### src/rtl/srec_dumper.sv
// srec_dumper: reads a block of memory through the mem_controller port and streams it as
// Motorola S3 data records plus one S7 terminator. Define SREC_DUMP_S0_EN to prefix an S0 header.
module srec_dumper #(
  parameter int unsigned BYTES_PER_REC = 16,
  parameter int unsigned MEM_LATENCY   = 1
) (
  input  logic        clock,
  input  logic        reset_n,
  input  logic        start,
  input  logic [31:0] base_address,
  input  logic [31:0] byte_count,
  input  logic [31:0] entry_address,
  output logic [31:0] mem_address,
  output logic        mem_wren,
  output logic [31:0] mem_data_in,
  input  logic [31:0] mem_data_out,
  output logic [7:0]  out_char,
  output logic        out_valid,
  input  logic        out_ready,
  output logic        busy,
  output logic        done
);

  localparam int unsigned AW = 32;
  localparam int unsigned NW = 6;   // record byte counters, up to 32
  localparam int unsigned IW = 4;   // character index within a state
  localparam int unsigned LW = 8;   // memory latency counter

  localparam logic [7:0]  CH_S   = 8'h53;
  localparam logic [7:0]  CH_0   = 8'h30;
  localparam logic [7:0]  CH_3   = 8'h33;
  localparam logic [7:0]  CH_5   = 8'h35;
  localparam logic [7:0]  CH_7   = 8'h37;
  localparam logic [7:0]  CH_LF  = 8'h0A;
  localparam logic [87:0] S0_REC = "S0030000FC\n";

  typedef enum logic [3:0] {
    IDLE, HDR, CNT, ADDR, RD, DATA, CSUM, EOL, TERM, DONE, S0
  } state_t;

  state_t          state_q, state_d;
  logic [IW-1:0]   idx_q, idx_d, last_idx;
  logic [LW-1:0]   lat_q, lat_d;
  logic [AW-1:0]   rec_addr_q, rec_addr_d;
  logic [AW-1:0]   rd_addr_q, rd_addr_d;
  logic [AW-1:0]   remaining_q, remaining_d;
  logic [AW-1:0]   entry_q, entry_d;
  logic [AW-1:0]   word_q, word_d;
  logic [2:0]      word_bytes_q, word_bytes_d;
  logic [NW-1:0]   rec_n_q, rec_n_d;
  logic [NW-1:0]   rec_left_q, rec_left_d;
  logic [7:0]      csum_q, csum_d;
  logic [AW-1:0]   mem_address_d;
  logic [7:0]      out_char_d;
  logic            out_valid_d, busy_d, done_d;
  logic [7:0]      cnt_byte, term_sum;
  logic [2:0]      wb;
  logic            adv, load;

  function automatic logic [7:0] hex_c(input logic [3:0] v);
    return (v < 4'd10) ? (8'h30 + 8'(v)) : (8'h37 + 8'(v));
  endfunction

  function automatic logic [3:0] nib32(input logic [31:0] v, input logic [2:0] i);
    return 4'(v >> (5'd28 - {i, 2'b00}));
  endfunction

  function automatic logic [3:0] nib8(input logic [7:0] v, input logic lo);
    return lo ? v[3:0] : v[7:4];
  endfunction

  function automatic logic [7:0] byte_sum(input logic [31:0] v);
    return v[31:24] + v[23:16] + v[15:8] + v[7:0];
  endfunction

  // Leading-byte mask for a partial final word (big-endian: MSB is first)
  function automatic logic [31:0] lead_mask(input logic [2:0] nbytes);
    case (nbytes)
      3'd1:    return 32'hFF00_0000;
      3'd2:    return 32'hFFFF_0000;
      3'd3:    return 32'hFFFF_FF00;
      default: return 32'hFFFF_FFFF;
    endcase
  endfunction

  assign mem_wren    = 1'b0;
  assign mem_data_in = '0;
  assign adv         = out_valid && out_ready;

  always_ff @(posedge clock or negedge reset_n) begin
    if (!reset_n) begin
      state_q      <= IDLE;
      idx_q        <= '0;
      lat_q        <= '0;
      rec_addr_q   <= '0;
      rd_addr_q    <= '0;
      remaining_q  <= '0;
      entry_q      <= '0;
      word_q       <= '0;
      word_bytes_q <= '0;
      rec_n_q      <= '0;
      rec_left_q   <= '0;
      csum_q       <= '0;
      mem_address  <= '0;
      out_char     <= '0;
      out_valid    <= 1'b0;
      busy         <= 1'b0;
      done         <= 1'b0;
    end else begin
      state_q      <= state_d;
      idx_q        <= idx_d;
      lat_q        <= lat_d;
      rec_addr_q   <= rec_addr_d;
      rd_addr_q    <= rd_addr_d;
      remaining_q  <= remaining_d;
      entry_q      <= entry_d;
      word_q       <= word_d;
      word_bytes_q <= word_bytes_d;
      rec_n_q      <= rec_n_d;
      rec_left_q   <= rec_left_d;
      csum_q       <= csum_d;
      mem_address  <= mem_address_d;
      out_char     <= out_char_d;
      out_valid    <= out_valid_d;
      busy         <= busy_d;
      done         <= done_d;
    end
  end

  // Next state, record bookkeeping, and the character presented after each transition
  always_comb begin
    state_d       = state_q;
    idx_d         = idx_q;
    lat_d         = lat_q;
    rec_addr_d    = rec_addr_q;
    rd_addr_d     = rd_addr_q;
    remaining_d   = remaining_q;
    entry_d       = entry_q;
    word_d        = word_q;
    word_bytes_d  = word_bytes_q;
    rec_n_d       = rec_n_q;
    rec_left_d    = rec_left_q;
    csum_d        = csum_q;
    mem_address_d = mem_address;
    out_char_d    = out_char;
    out_valid_d   = out_valid;
    busy_d        = busy;
    done_d        = done;
    load          = 1'b0;
    wb            = 3'd4;
    cnt_byte      = 8'h00;
    term_sum      = 8'h00;

    case (state_q)
      ADDR:    last_idx = 4'd7;
      DATA:    last_idx = {word_bytes_q, 1'b0} - 4'd1;
      EOL:     last_idx = 4'd0;
      TERM:    last_idx = 4'd14;
      S0:      last_idx = 4'd10;
      default: last_idx = 4'd1;
    endcase

    case (state_q)
      IDLE: begin
        if (start) begin
          rec_addr_d  = base_address & ~32'h3;
          remaining_d = byte_count;
          entry_d     = entry_address;
          busy_d      = 1'b1;
          done_d      = 1'b0;
          idx_d       = '0;
          load        = 1'b1;
`ifdef SREC_DUMP_S0_EN
          state_d     = S0;
`else
          state_d     = (byte_count == '0) ? TERM : HDR;
`endif
        end
      end

      HDR, CNT, ADDR, DATA, CSUM, EOL, TERM, S0: begin
        if (adv) begin
          load = 1'b1;
          if (idx_q != last_idx) begin
            idx_d = idx_q + 4'd1;
          end else begin
            idx_d = '0;
            case (state_q)
              HDR:  state_d = CNT;
              CNT:  state_d = ADDR;
              CSUM: state_d = EOL;
              ADDR: begin
                state_d       = RD;
                lat_d         = '0;
                mem_address_d = rd_addr_q;
              end
              DATA: begin
                if (rec_left_q == '0) begin
                  state_d = CSUM;
                end else begin
                  state_d       = RD;
                  lat_d         = '0;
                  mem_address_d = rd_addr_q;
                end
              end
              EOL: begin
                rec_addr_d  = rec_addr_q + AW'(rec_n_q);
                remaining_d = remaining_q - AW'(rec_n_q);
                state_d     = (remaining_d == '0) ? TERM : HDR;
              end
              TERM: begin
                state_d = DONE;
                busy_d  = 1'b0;
                done_d  = 1'b1;
              end
              S0:      state_d = (remaining_q == '0) ? TERM : HDR;
              default: state_d = IDLE;
            endcase
          end
        end
      end

      RD: begin
        if (lat_q == LW'(MEM_LATENCY)) begin
          wb           = (rec_left_q < NW'(4)) ? 3'(rec_left_q) : 3'd4;
          word_d       = mem_data_out;
          word_bytes_d = wb;
          rec_left_d   = rec_left_q - NW'(wb);
          csum_d       = csum_q + byte_sum(mem_data_out & lead_mask(wb));
          rd_addr_d    = rd_addr_q + 32'd4;
          state_d      = DATA;
          idx_d        = '0;
          load         = 1'b1;
        end else begin
          lat_d = lat_q + LW'(1);
        end
      end

      DONE:    state_d = IDLE;
      default: state_d = IDLE;
    endcase

    // Entering a new data record: size it and seed the checksum with count and address
    if (state_d == HDR && state_q != HDR) begin
      rec_n_d    = (remaining_d < AW'(BYTES_PER_REC)) ? NW'(remaining_d) : NW'(BYTES_PER_REC);
      rec_left_d = rec_n_d;
      rd_addr_d  = rec_addr_d;
      csum_d     = 8'(rec_n_d) + 8'd5 + byte_sum(rec_addr_d);
    end

    cnt_byte = 8'(rec_n_d) + 8'd5;
    term_sum = 8'h05 + byte_sum(entry_d);

    if (load) begin
      out_valid_d = 1'b1;
      case (state_d)
        HDR:  out_char_d = idx_d[0] ? CH_3 : CH_S;
        CNT:  out_char_d = hex_c(nib8(cnt_byte, idx_d[0]));
        ADDR: out_char_d = hex_c(nib32(rec_addr_d, idx_d[2:0]));
        DATA: out_char_d = hex_c(nib32(word_d, idx_d[2:0]));
        CSUM: out_char_d = hex_c(nib8(~csum_d, idx_d[0]));
        EOL:  out_char_d = CH_LF;
        TERM: begin
          case (idx_d)
            4'd0:        out_char_d = CH_S;
            4'd1:        out_char_d = CH_7;
            4'd2:        out_char_d = CH_0;
            4'd3:        out_char_d = CH_5;
            4'd12, 4'd13: out_char_d = hex_c(nib8(~term_sum, idx_d[0]));
            4'd14:       out_char_d = CH_LF;
            default:     out_char_d = hex_c(nib32(entry_d, 3'(idx_d - 4'd4)));
          endcase
        end
        S0:   out_char_d = 8'(S0_REC >> (7'd80 - {idx_d, 3'b000}));
        default: begin
          out_valid_d = 1'b0;
        end
      endcase
    end
  end

endmodule

### config.mk
export PLATFORM = sky130hd
export DESIGN_NAME = srec_dumper
export DESIGN_NICKNAME = d
export VERILOG_FILES = /design/src/rtl/srec_dumper.sv
export SDC_FILE = /design/constraint.sdc
export NUM_CORES = 1
export LEC_CHECK = 0
export ABC_AREA = 1
export BUFFER_PORTS_ARGS = -buffer_cell sky130_fd_sc_hd__buf_4
export CAP_MARGIN = 20
export CORE_ASPECT_RATIO = 1.5
export CORE_MARGIN = 1.5
export CORE_UTILIZATION = 26
export CTS_CLUSTER_DIAMETER = 200
export DETAILED_ROUTE_END_ITERATION = 16
export MAX_ROUTING_LAYER = met4
export PLACE_DENSITY_LB_ADDON = 0.15
export SKIP_LAST_GASP = 1
export SYNTH_ARGS = -nofsm -noshare
export SYNTH_HDL_FRONTEND = slang
export SYNTH_SLANG_ARGS = --single-unit
### constraint.sdc
create_clock -name clock -period 9.9 [get_ports clock]
set_clock_uncertainty 0.2 [all_clocks]
set_input_delay 1.98 -clock clock [delete_from_list [all_inputs] [get_ports clock]]
set_output_delay 1.98 -clock clock [all_outputs]
set_load 0.02 [all_outputs]
==> impl_metrics.csv <==
group,metric,value,unit
run_status,status,"finished clean",
floorplan,start_util,0.2633,
global_routing,grt_pass1_vias,19181,
routing,detail_route.wl_per_cell,19.11,um
cts,postCtsResizedCells,0,
timing,clock.fmax,0.1210,GHz
place,place_hpwl,59940,um
synth,async_flop_share,1.000,
cts,htreeDepth,1,
synth,yosysSeqAreaShare,0.3043,
timing,whs,0.2646,ns
setup_path,crit_path_max_fanout,29,
setup_path,r2r_slack,2.09,ns
setup_path,path_buf_inv,7,
cts,clk_path_buf_depth,3,
global_routing,track_usage,0.2025,
synth,yosysUniqueCellTypes,69,
timing,fin_crit,8.265,ns
timing,post-route-worst-setup-slack,1.635,ns
floorplan,core_area,0.07526,mm2
final_layout,drive_above_1_share,0.1220,
routing,ant_nets,0,
cts,cts_tree,"built",
cts,clk_pin_slew,0.06,ns
setup_path,reg2reg_to,"out_char[2]",
timing,grt_setup_unrepaired,"false",
final_layout,layout.nets,3273,
cts,cts_setup_buffers,0,
routing,num_vias,19020,
synth,ys_ff_latch,241,
synth,syn_avg_cell_area,6.917,um2
setup_path,criticalPathCategory,"primary input to flop",
floorplan,die_x,228.4,um
timing,final_hold_viol_count,0,
synth,synth_edf_count,0,
synth,syn_area,0.01982,mm2
floorplan,die_h,341.1,um
final_layout,diodes,0,
routing,drc,0,
place,portBuffers,171,
cts,cts_sinks,241,
setup_path,worstReg2RegStart,"rec_n_q[4]",
routing,dr.pass1.iters,5,
floorplan,std_cell_rows,123,
cts,insertion_delay,0.63,ns
timing,min_period_over_period,0.8348,
setup_path,cpLargestDelayFamily,"simple AND/OR/NAND/NOR gates",
global_routing,grt_max_degree,113,
synth,ys.flop_type,"dfrtp_1",
synth,synth_cells,2865,
synth,ys.warnings.count,0,
min_path,hold_class,"flop to flop",
global_routing,grt_overflow,0,
global_routing,grt_antenna_before_repair,0,
floorplan,dieArea,0.07792,mm2
routing,drtIter0Drc,997,
final_layout,syn_to_final_growth,17.36,%
place,pre_cts_ws,0.9410,ns
global_routing,grt_first_pass_wirelength,117300,um
timing,maxSlewHeadroom,0.2516,
setup_path,cp.required,10.19,ns
setup_path,cp_slowest_cell,"fa_1",
setup_path,worstSetupStartpoint,"out_ready",
setup_path,reg2reg_depth,47,
setup_path,cp_num_cells,43,
setup_path,start_kind,"primary input",
routing,wirelength,77210,um
place,placed_cell_area,0.02220,mm2
setup_path,arrival,8.56,ns
flow_run,drv_cap,0,
floorplan,pin_count,208,
place,gp_congestion,0.9563,
final_layout,post-route-cell-area,0.02326,mm2
setup_path,crit_end,"out_char[2]",
setup_path,crit_path_frequent_cell,"nand2_1",
timing,worstMarginPinSlew,1.112,ns
timing,fin_tns_setup,0,ns
timing,setup_viol,0,
setup_path,max_stage_delay,0.62,ns
setup_path,cp-end-kind,"flop",
timing,slew_violations,0,
cts,postCtsHoldBufs,0,
cts,numCtsBuffers,30,
routing,vias_per_cell,4.707,
cts,ctsRootBufferMaster,"clkbuf_16",
[cells by family after synthesis]
kind of cell / share of synthesized area
flip-flops: 0.3043
AND/OR/NAND/NOR: 0.3078
XOR/XNOR: 0.03359
multiplexers: 0.003536
AO/OA/AOI/OAI: 0.1315
adder cells (fa/ha/maj): 0.09850
buffers and inverters: 0.1203
other: 0.0003790
[final cells by class]
type | count | area (um2)
Tap cell | 1000 | 1251
Multi-Input combinational cell | 2080 | 11580
Clock buffer | 37 | 807.0
Sequential cell | 241 | 6031
Inverter | 449 | 1687
Fill cell | 8361 | 52000
Timing Repair Buffer | 216 | 1654
Clock inverter | 18 | 247.7
[worst reg2reg max path, delay by kind of cell (launching register included)]
kind	cells	cell delay (ns)
simple gates	33	3.89
xor+xnor	1	0.23
fa+ha+maj	5	1.89
buf+inv	5	0.48
compound gates	3	0.55
flops	1	0.41
[metal layers]
layer,vias to the layer above,track usage,routed length [um]
met4,0,0.07602,3014
met1,9015,0.2313,31770
met3,117,0.01830,2526
met2,419,0.3657,39900
li1,9469,-,-
met5,-,-,0
[flip-flops by register name, summed over array words and instances (netlist names)]
signal and count:
idx_q 4, out_char 7, mem_address 32, rec_n_q 6, lat_q 8, state_q 4
word_bytes_q 3, done 1, csum_q 8, entry_q 32, out_valid 1, word_q 32
busy 1, rd_addr_q 32, rec_left_q 6, rec_addr_q 32, remaining_q 32
[how the worst min path moves through the flow]
stage	start	to	slack, ns	cells after the start
after floorplan	lat_q[7]	lat_q[7]	0.23	1
after global placement	word_q[27]	word_q[27]	0.25	2
after detailed placement	lat_q[7]	lat_q[7]	0.26	1
after CTS	lat_q[7]	lat_q[7]	0.27	1
after global routing	word_q[17]	word_q[17]	0.29	2
final	lat_q[7]	lat_q[7]	0.26	1
[metrics by stage]
stage          utilization  instances
5_1_grt             0.3090       4041
2_1_floorplan            -       2899
4_1_cts             0.3090       4041
3_5_place_dp        0.2950       3986
6_report            0.3090       4041
3_3_place_gp        0.2950       3986
[cells in the mapped netlist (8+ instances only)]
master	instances	share of area
or2_2	27	0.0085
xor2_1	55	0.024
nand3_1	184	0.046
xnor2_1	21	0.0093
a221oi_1	41	0.018
nand2_1	841	0.16
inv_1	425	0.081
buf_1	12	0.0023
nand4_1	54	0.017
o211ai_1	33	0.013
fa_1	55	0.056
ha_1	68	0.043
inv_2	21	0.0040
nor2_1	213	0.040
a21oi_1	68	0.017
o21ai_0	160	0.040
nor2_2	13	0.0041
o221ai_1	12	0.0053
dfrtp_1	241	0.30
nor4_1	22	0.0069
buf_4	38	0.014
a22oi_1	26	0.0098
buf_2	33	0.0083
clkbuf_1	42	0.0080
nand2_2	8	0.0025
o21ai_1	27	0.0068
nor3_1	28	0.0071
[cell usage in the layout, fill, tap and decap left out, types with 10 or more instances in the layout]
master and count:
nand3_1 183, xnor2_1 21, nor3_1 28, inv_2 22
ha_1 68, nor2_2 10, clkbuf_16 30, nand2_1 841
xor2_1 55, conb_1 36, a22oi_1 26, o221ai_1 12
nand4_1 54, o21ai_1 25, o21ai_0 160, nor4_1 22
buf_4 213, or2_2 27, inv_1 425, a221oi_1 41
a21oi_1 68, fa_1 55, nor2_1 212, o211ai_1 33
dfrtp_1 241
Power is not shown: default switching activity piles up to over one toggle a cycle in this logic, so the estimate is an artifact.
